## src/rtl/mandelbrot_iterator.sv

```systemverilog
// Per-pixel Mandelbrot iteration engine driving an external combinational generator.
// Optional `abort` input is enabled by defining MANDEL_ABORT_EN.
module mandelbrot_iterator #(
  parameter int unsigned MAX_ITER = 255,
  parameter int unsigned ITER_W   = 16
) (
  input  logic              clk,
  input  logic              rst,
`ifdef MANDEL_ABORT_EN
  input  logic              abort,
`endif
  input  logic              in_valid,
  output logic              in_ready,
  input  logic [31:0]       cr,
  input  logic [31:0]       ci,
  output logic [31:0]       gen_a,
  output logic [31:0]       gen_b,
  input  logic [31:0]       gen_aa_minus_bb,
  input  logic [31:0]       gen_two_ab,
  input  logic [31:0]       gen_aa_plus_bb,
  output logic              out_valid,
  input  logic              out_ready,
  output logic [ITER_W-1:0] count,
  output logic              escaped
);

  localparam logic signed [31:0] POS_TWO  = 32'sh2000_0000;
  localparam logic signed [31:0] NEG_TWO  = 32'shE000_0000;
  localparam logic        [31:0] FOUR     = 32'h4000_0000;
  localparam logic [ITER_W-1:0]  MAX_CNT  = ITER_W'(MAX_ITER);

  typedef enum logic [1:0] {
    IDLE,
    ITERATE,
    DONE
  } state_t;

  state_t            state, state_nxt;
  logic [31:0]       a, b, a_nxt, b_nxt;
  logic [31:0]       cr_q, ci_q, cr_nxt, ci_nxt;
  logic [ITER_W-1:0] iter, iter_nxt, count_nxt;
  logic              escaped_nxt;
  logic              esc;

  function automatic logic mag_ge_two(input logic [31:0] x);
    mag_ge_two = ($signed(x) >= POS_TWO) || ($signed(x) <= NEG_TWO);
  endfunction

  assign gen_a     = a;
  assign gen_b     = b;
  assign in_ready  = (state == IDLE);
  assign out_valid = (state == DONE);

  // The |a|,|b| guard keeps aa_plus_bb below 8.0, so an unsigned compare is safe.
  assign esc = mag_ge_two(a) || mag_ge_two(b) || (gen_aa_plus_bb >= FOUR);

  always_comb begin
    state_nxt   = state;
    a_nxt       = a;
    b_nxt       = b;
    cr_nxt      = cr_q;
    ci_nxt      = ci_q;
    iter_nxt    = iter;
    count_nxt   = count;
    escaped_nxt = escaped;
    unique case (state)
      IDLE: begin
        if (in_valid) begin
          cr_nxt    = cr;
          ci_nxt    = ci;
          a_nxt     = '0;
          b_nxt     = '0;
          iter_nxt  = '0;
          state_nxt = ITERATE;
        end
      end
      ITERATE: begin
        if (esc) begin
          count_nxt   = iter;
          escaped_nxt = 1'b1;
          state_nxt   = DONE;
        end else if (iter == MAX_CNT) begin
          count_nxt   = MAX_CNT;
          escaped_nxt = 1'b0;
          state_nxt   = DONE;
        end else begin
          a_nxt    = gen_aa_minus_bb + cr_q;
          b_nxt    = gen_two_ab + ci_q;
          iter_nxt = iter + 1'b1;
        end
      end
      DONE: begin
        if (out_ready) state_nxt = IDLE;
      end
      default: state_nxt = IDLE;
    endcase
`ifdef MANDEL_ABORT_EN
    // Abort wins over escape and out_ready; the previous result stays untouched.
    if (abort && state != IDLE) begin
      state_nxt   = IDLE;
      count_nxt   = count;
      escaped_nxt = escaped;
    end
`endif
  end

  always_ff @(posedge clk) begin
    if (rst) begin
      state   <= IDLE;
      a       <= '0;
      b       <= '0;
      cr_q    <= '0;
      ci_q    <= '0;
      iter    <= '0;
      count   <= '0;
      escaped <= 1'b0;
    end else begin
      state   <= state_nxt;
      a       <= a_nxt;
      b       <= b_nxt;
      cr_q    <= cr_nxt;
      ci_q    <= ci_nxt;
      iter    <= iter_nxt;
      count   <= count_nxt;
      escaped <= escaped_nxt;
    end
  end

endmodule

```

## config.mk

```make
export PLATFORM = sky130hd
export DESIGN_NAME = mandelbrot_iterator
export DESIGN_NICKNAME = d
export VERILOG_FILES = /design/src/rtl/mandelbrot_iterator.sv
export SDC_FILE = /design/constraint.sdc
export NUM_CORES = 1
export LEC_CHECK = 0
export ABC_AREA = 1
export BUFFER_PORTS_ARGS = -buffer_cell sky130_fd_sc_hd__clkbuf_2
export CAP_MARGIN = 20
export CORE_ASPECT_RATIO = 1.1
export CORE_UTILIZATION = 55
export DETAILED_ROUTE_END_ITERATION = 7
export PLACE_DENSITY = 0.87
export RECOVER_POWER = 25
export SLEW_MARGIN = 0
export SYNTH_ARGS = -nofsm -noshare
export SYNTH_HDL_FRONTEND = slang
export SYNTH_SLANG_ARGS = --single-unit
```

## constraint.sdc

```tcl
create_clock -name clk -period 3.8 [get_ports clk]
set_input_delay 0.57 -clock clk [delete_from_list [all_inputs] [get_ports clk]]
set_output_delay 0.57 -clock clk [all_outputs]
set_load 0.03 [all_outputs]
```

# Word-level counts from Yosys, hierarchy flattened
# Cells that the tools add are included.
# word_totals
register_bits,163
latchBits,0
ramBits,0
mem_bits_ro,0
input_bits,164
out_inout_bits,83
wordCells,55
n_memories,0
# classes
n_addsub,3
multipliers,0
div_mod_pow,0
magnitude_cmp,5
n_eq_ne,8
shifts,0
muxes,20
bitwise_logic,0
reduce_logical,11
# ops
op,count
2-to-1 mux 32 bit,5
one-hot mux 32 bit (2 select lines),2
greater-or-equal comparator 32 x 31 -> 1 bit (second input constant),3
2-to-1 mux 16 bit,5
adder 32 bit,2
<= comparator 32 x 30 -> 1 bit (second input constant),2
one-hot mux 16 bit (2 select lines),1
adder 16 x 1 -> 16 bit (second input constant),1
equality test 16 x 8 -> 1 bit (second input constant),1
2-to-1 mux 2 bit,4
!= test 2 bit (second input constant),3
one-hot mux 2 bit (3 select lines),1
logical OR 1 bit,4
AND reduction 2 bit,2
AND reduction 4 bit,1
nonzero test 2 bit,2
!= test 3 bit (second input constant),1
AND reduction 3 bit,1
equality test 2 x 1 -> 1 bit (second input constant),1
equality test 2 bit (second input constant),1
zero test 2 bit,1
2-to-1 mux 1 bit,2
!= test 2 x 1 -> 1 bit (second input constant),1

# Longest topological paths before layout
# logic_depth
word_depth,6
depth_mapped,15

# Worst setup path before layout
# Ideal clock, no wire load.
# synth_path
path_kind,input port to flip-flop
startpoint,input gen_aa_minus_bb[0]
endpoint,register a[24] (netlist: gen_a[24])
t_arrival_ns,2.273
setup_slack_ns,1.414
cell_stages,13
cell_sequence,ha_1 -> inv_1 -> fa_1 -> inv_1 -> nand2_1 -> o21ai_0 -> inv_1 -> o21ai_0 -> nand3_1 -> nand3_1 -> nand2_1 -> nand4_1 -> nand2_1
# synth_via
elab_chain_cells,4
# synth_lines
item,line,text
"start, declared",18,"input logic [31:0] gen_aa_minus_bb,"
adder 32 bit,87,a_nxt = gen_aa_minus_bb + cr_q;
2-to-1 mux 32 bit,82,end else if (iter == MAX_CNT) begin
2-to-1 mux 32 bit,78,if (esc) begin
one-hot mux 32 bit (2 select lines),66,unique case (state)
"end signal, assigned",119,a <= a_nxt;
"end, declared",39,"logic [31:0] a, b, a_nxt, b_nxt;"
# No other way between the ends. The select of a mux whose other input is x is not followed.
# A chain may end at the register's enable or synchronous reset.

# Worst setup path after layout
# layout_path
startpoint,register iter[0]
endpoint,register a[4] (netlist: gen_a[4])
# layout_via
elab_chain_cells,3
# layout_lines
item,line,text
"start, declared",41,"logic [ITER_W-1:0] iter, iter_nxt, count_nxt;"
"start signal, assigned",123,iter <= iter_nxt;
equality test 16 x 8 -> 1 bit,82,
!= test 2 bit (no source line),-,
AND reduction 4 bit (no source line),-,
# No other way between the ends.

==> metrics.txt <==
status finished clean; mean post-synth cell area between 6 and 7 µm²; hold path depth 3; Worst-Margin Slew about 0.84 ns; H-tree depth 4; Worst R2R End gen_a[4]; kind of critical path reg2reg; Synth Area in Adders 7.68%; post-DP HPWL between 20 and 30 mm; Max transition margin roughly 44%; Mapped Nets between 1.5k and 2k; TritonCTS clock tree done; # rows between 50 and 60; Total Routing Usage GR 33.4%; CP endpoint kind flip-flop; Wirelength per Cell between 15 and 20 µm; worst skew pair latency between 0.4 and 0.5 ns; CP required roughly 4.2 ns; Synth area leaders dfxtp_1 30%, nand2_1 17%, nor2_1 11%; Multi-input gate area roughly 6600 µm²; area grow syn2layout 16.5%; gate count after technology mapping approximately 1.8k; Hold Vio Cnt, Final 0; HP Class in2reg; routability cong. roughly 1.0; post-synthesis sequential area ratio slightly above 30%; post-route ant nets 0; CTS sink count around 160; P per Cell Area roughly 430 nW/µm²; post-synthesis sequential element count 163; largest net degree at the start of global routing 88; Final #Nets roughly 2.2k; unrepaired setup endpoints after global routing false; Max clock buf depth 2; compound-gate portion of the synthesized area between 10% and 20%; R2R Setup Slk roughly 0.96 ns; Clock Tree Root clkbuf_16; Period Utilization, post-route ~75%; Max Clk Rate 0.352 GHz; Peak VDD IR around 0.00037 V; Die Span Y 149 µm; worst-path fanout max 38; Cell Area, Placed between 10,000 and 15,000 µm²; Synth Area in Simple Gates between 40 and 50%; Final Slew Violations 0; initial antenna violation count 0; Finish-stage setup viols 0; Syn. warnings 0; DR iter-0 viols between 1k and 1.5k; initial core utilization between 50% and 60%; final instance area 12,600 µm²; Fillers 1,806; vias per inst 5.49; Post CTS Setup Buffer Count 0; cell area after synthesis roughly 11,000 µm²; post-CTS sizing 0; mux contribution to synthesized area 0%; Inserted Clock Buffers 17; Arr. time, crit path roughly 3.2 ns; residual DRC count 0; CTS Hold Bufs 0; Critical path origin iter[0]; Total Routed Length 33.5 mm; Sequential Area ~3300 µm²; core area ~19,000 µm²; Crit Reg-Reg Startpoint iter[0]; crit start category flip-flop; Fin Setup TNS 0 ns; I/O Buffers roughly 220; die area around 20,000 µm²; IO Count between 200 and 250; xor and xnor area share after synthesis about 1.5%; first-pass GRT wire length between 50 and 60 mm; reg2reg path depth 14; via count ~12k; Synth top area share a little under a third; layout cells sized above 1 between 10% and 20%; First-pass DRT Iterations 8; number of global-route vias before repair around 11k; largest family of logic cells by synthesized area simple AND/OR/NAND/NOR gates; minimum clock period 2.84 ns; Leak roughly 0.0063 µW; number of max-cap violations 0; post-synthesis cell type count 40; gr ovfl total 0; # diodes 0; crit path capture gen_a[4]; cell taking the most area after synthesis dfxtp_1; Clock transition at path regs approximately 0.07 ns; worst clock skew around 0.012 ns; chip width approximately 140 µm
## worst min-delay path by stage
stage / from / to / slack [ns]
6_report: cr[18] / cr_q[18] / 0.37
5_1_grt: cr[28] / cr_q[28] / 0.38
4_1_cts: cr[18] / cr_q[18] / 0.37
3_5_place_dp: gen_a[26] / gen_a[26] / 0.46
3_3_place_gp: gen_b[5] / gen_b[5] / 0.45
2_1_floorplan: iter[5] / iter[5] / 0.45
## registers in the layout, indices dropped and copies added, names as in the netlist
signal   flops
ci_q        32
count       16
cr_q        32
escaped      1
gen_a       32
gen_b       32
iter        16
state        2
## placed cells by master (no fill, tap or decap), drive strengths merged, types with 7 or more instances in the layout
| master | Yosys | routed |
|---|---|---|
| a21oi | 103 | 103 |
| buf | 13 | 11 |
| clkbuf | 39 | 233 |
| clkinv | 1 | 7 |
| dfxtp | 163 | 163 |
| ha | 63 | 63 |
| inv | 184 | 187 |
| nand2 | 480 | 480 |
| nand3 | 131 | 131 |
| nand3b | 25 | 25 |
| nand4 | 41 | 41 |
| nor2 | 307 | 307 |
| nor3 | 23 | 23 |
| o21ai | 129 | 129 |
| o21bai | 10 | 10 |
| xor2 | 14 | 14 |
## synth_stat cells
cell and count:
buf_1 5, nor2_8 1, nand2_2 1, fa_1 2, nand2_4 1, o22ai_1 1
xor2_1 14, inv_2 3, dfxtp_1 163, nand3_2 3, ha_1 63, nor4_1 3
or2_2 5, clkinv_1 1, a31oi_1 1, nor2_2 1, nor3_1 23, and3_1 1
nand4_1 40, nand2_1 478, buf_2 4, buf_6 4, nor2_4 3, nor3b_1 2
clkbuf_1 39, o21bai_1 10, a21oi_1 103, nand3_1 128, nand3b_1 25, xnor2_1 5
nor2_1 302, o21ai_1 1, and2_1 1, o21a_1 2, o21ai_0 128, nand4_2 1
a21o_1 1, inv_1 181, and2_0 1, a21boi_0 1
## metal layers
layer / part of all wire (%) / global-route usage (%)
met3: 6.6 / 4.96
met2: 49 / 58.9
met1: 42 / 40.6
met5: 0 / 0
met4: 3.0 / 13.1
## cells by family after synthesis
logic type,count (synthesis)
AOI/OAI and AO/OA,248
xor gates and xnor gates,19
adders and majority gates,65
buffers and inverters,237
DFF,163
and+or+nand+nor,1020
## layout make-up
| type | instances | area share (%) |
|---|---|---|
| repair buffers | 227 | 8.85 |
| clock buffers | 17 | 3.39 |
| clock inverters | 14 | 1.22 |
| multi-input cells | 1352 | 52.6 |
| inverters | 185 | 5.54 |
| well taps | 247 | 2.46 |
| flip-flops and latches | 163 | 26.0 |
## worst max-delay path, stage by stage, from the launching register on
cell	delay, ns
dfxtp_1	0.41
ha_1	0.19
nand2_1	0.09
nor2_2	0.15
nand2_2	0.09
nor2_4	0.12
inv_2	0.07
nor2_4	0.14
nand3_2	0.12
nand3_2	0.32
nand2_4	0.34
nor2_8	0.29
buf_12	0.26
nand2_1	0.09
nand2_1	0.07
## metrics by stage
| step | std cells | hold slack, ns | setup slack [ns] | total power, µW | utilization, % |
|---|---|---|---|---|---|
| global route | 2205 | 0.382 | 0.736 | 5630 | 65.5 |
| finish | 2205 | 0.370 | 0.959 | 5350 | 65.5 |
| global placement | 2173 | 0.451 | 1.01 | 3600 | 62.8 |
| detailed placement | 2173 | 0.457 | 0.973 | 3630 | 62.8 |
| floorplan | 1752 | 0.448 | 1.41 | 3140 | - |
| CTS | 2204 | 0.373 | 1.02 | 5330 | 65.8 |
## power breakdown
part           internal [µW]  switching (µW)  total [µW]
logic                    543            1140        1680
registers               1840            95.6        1940
clock network            919             807        1730
total                   3300            2040        5350
(Power assumes the default switching activity.)
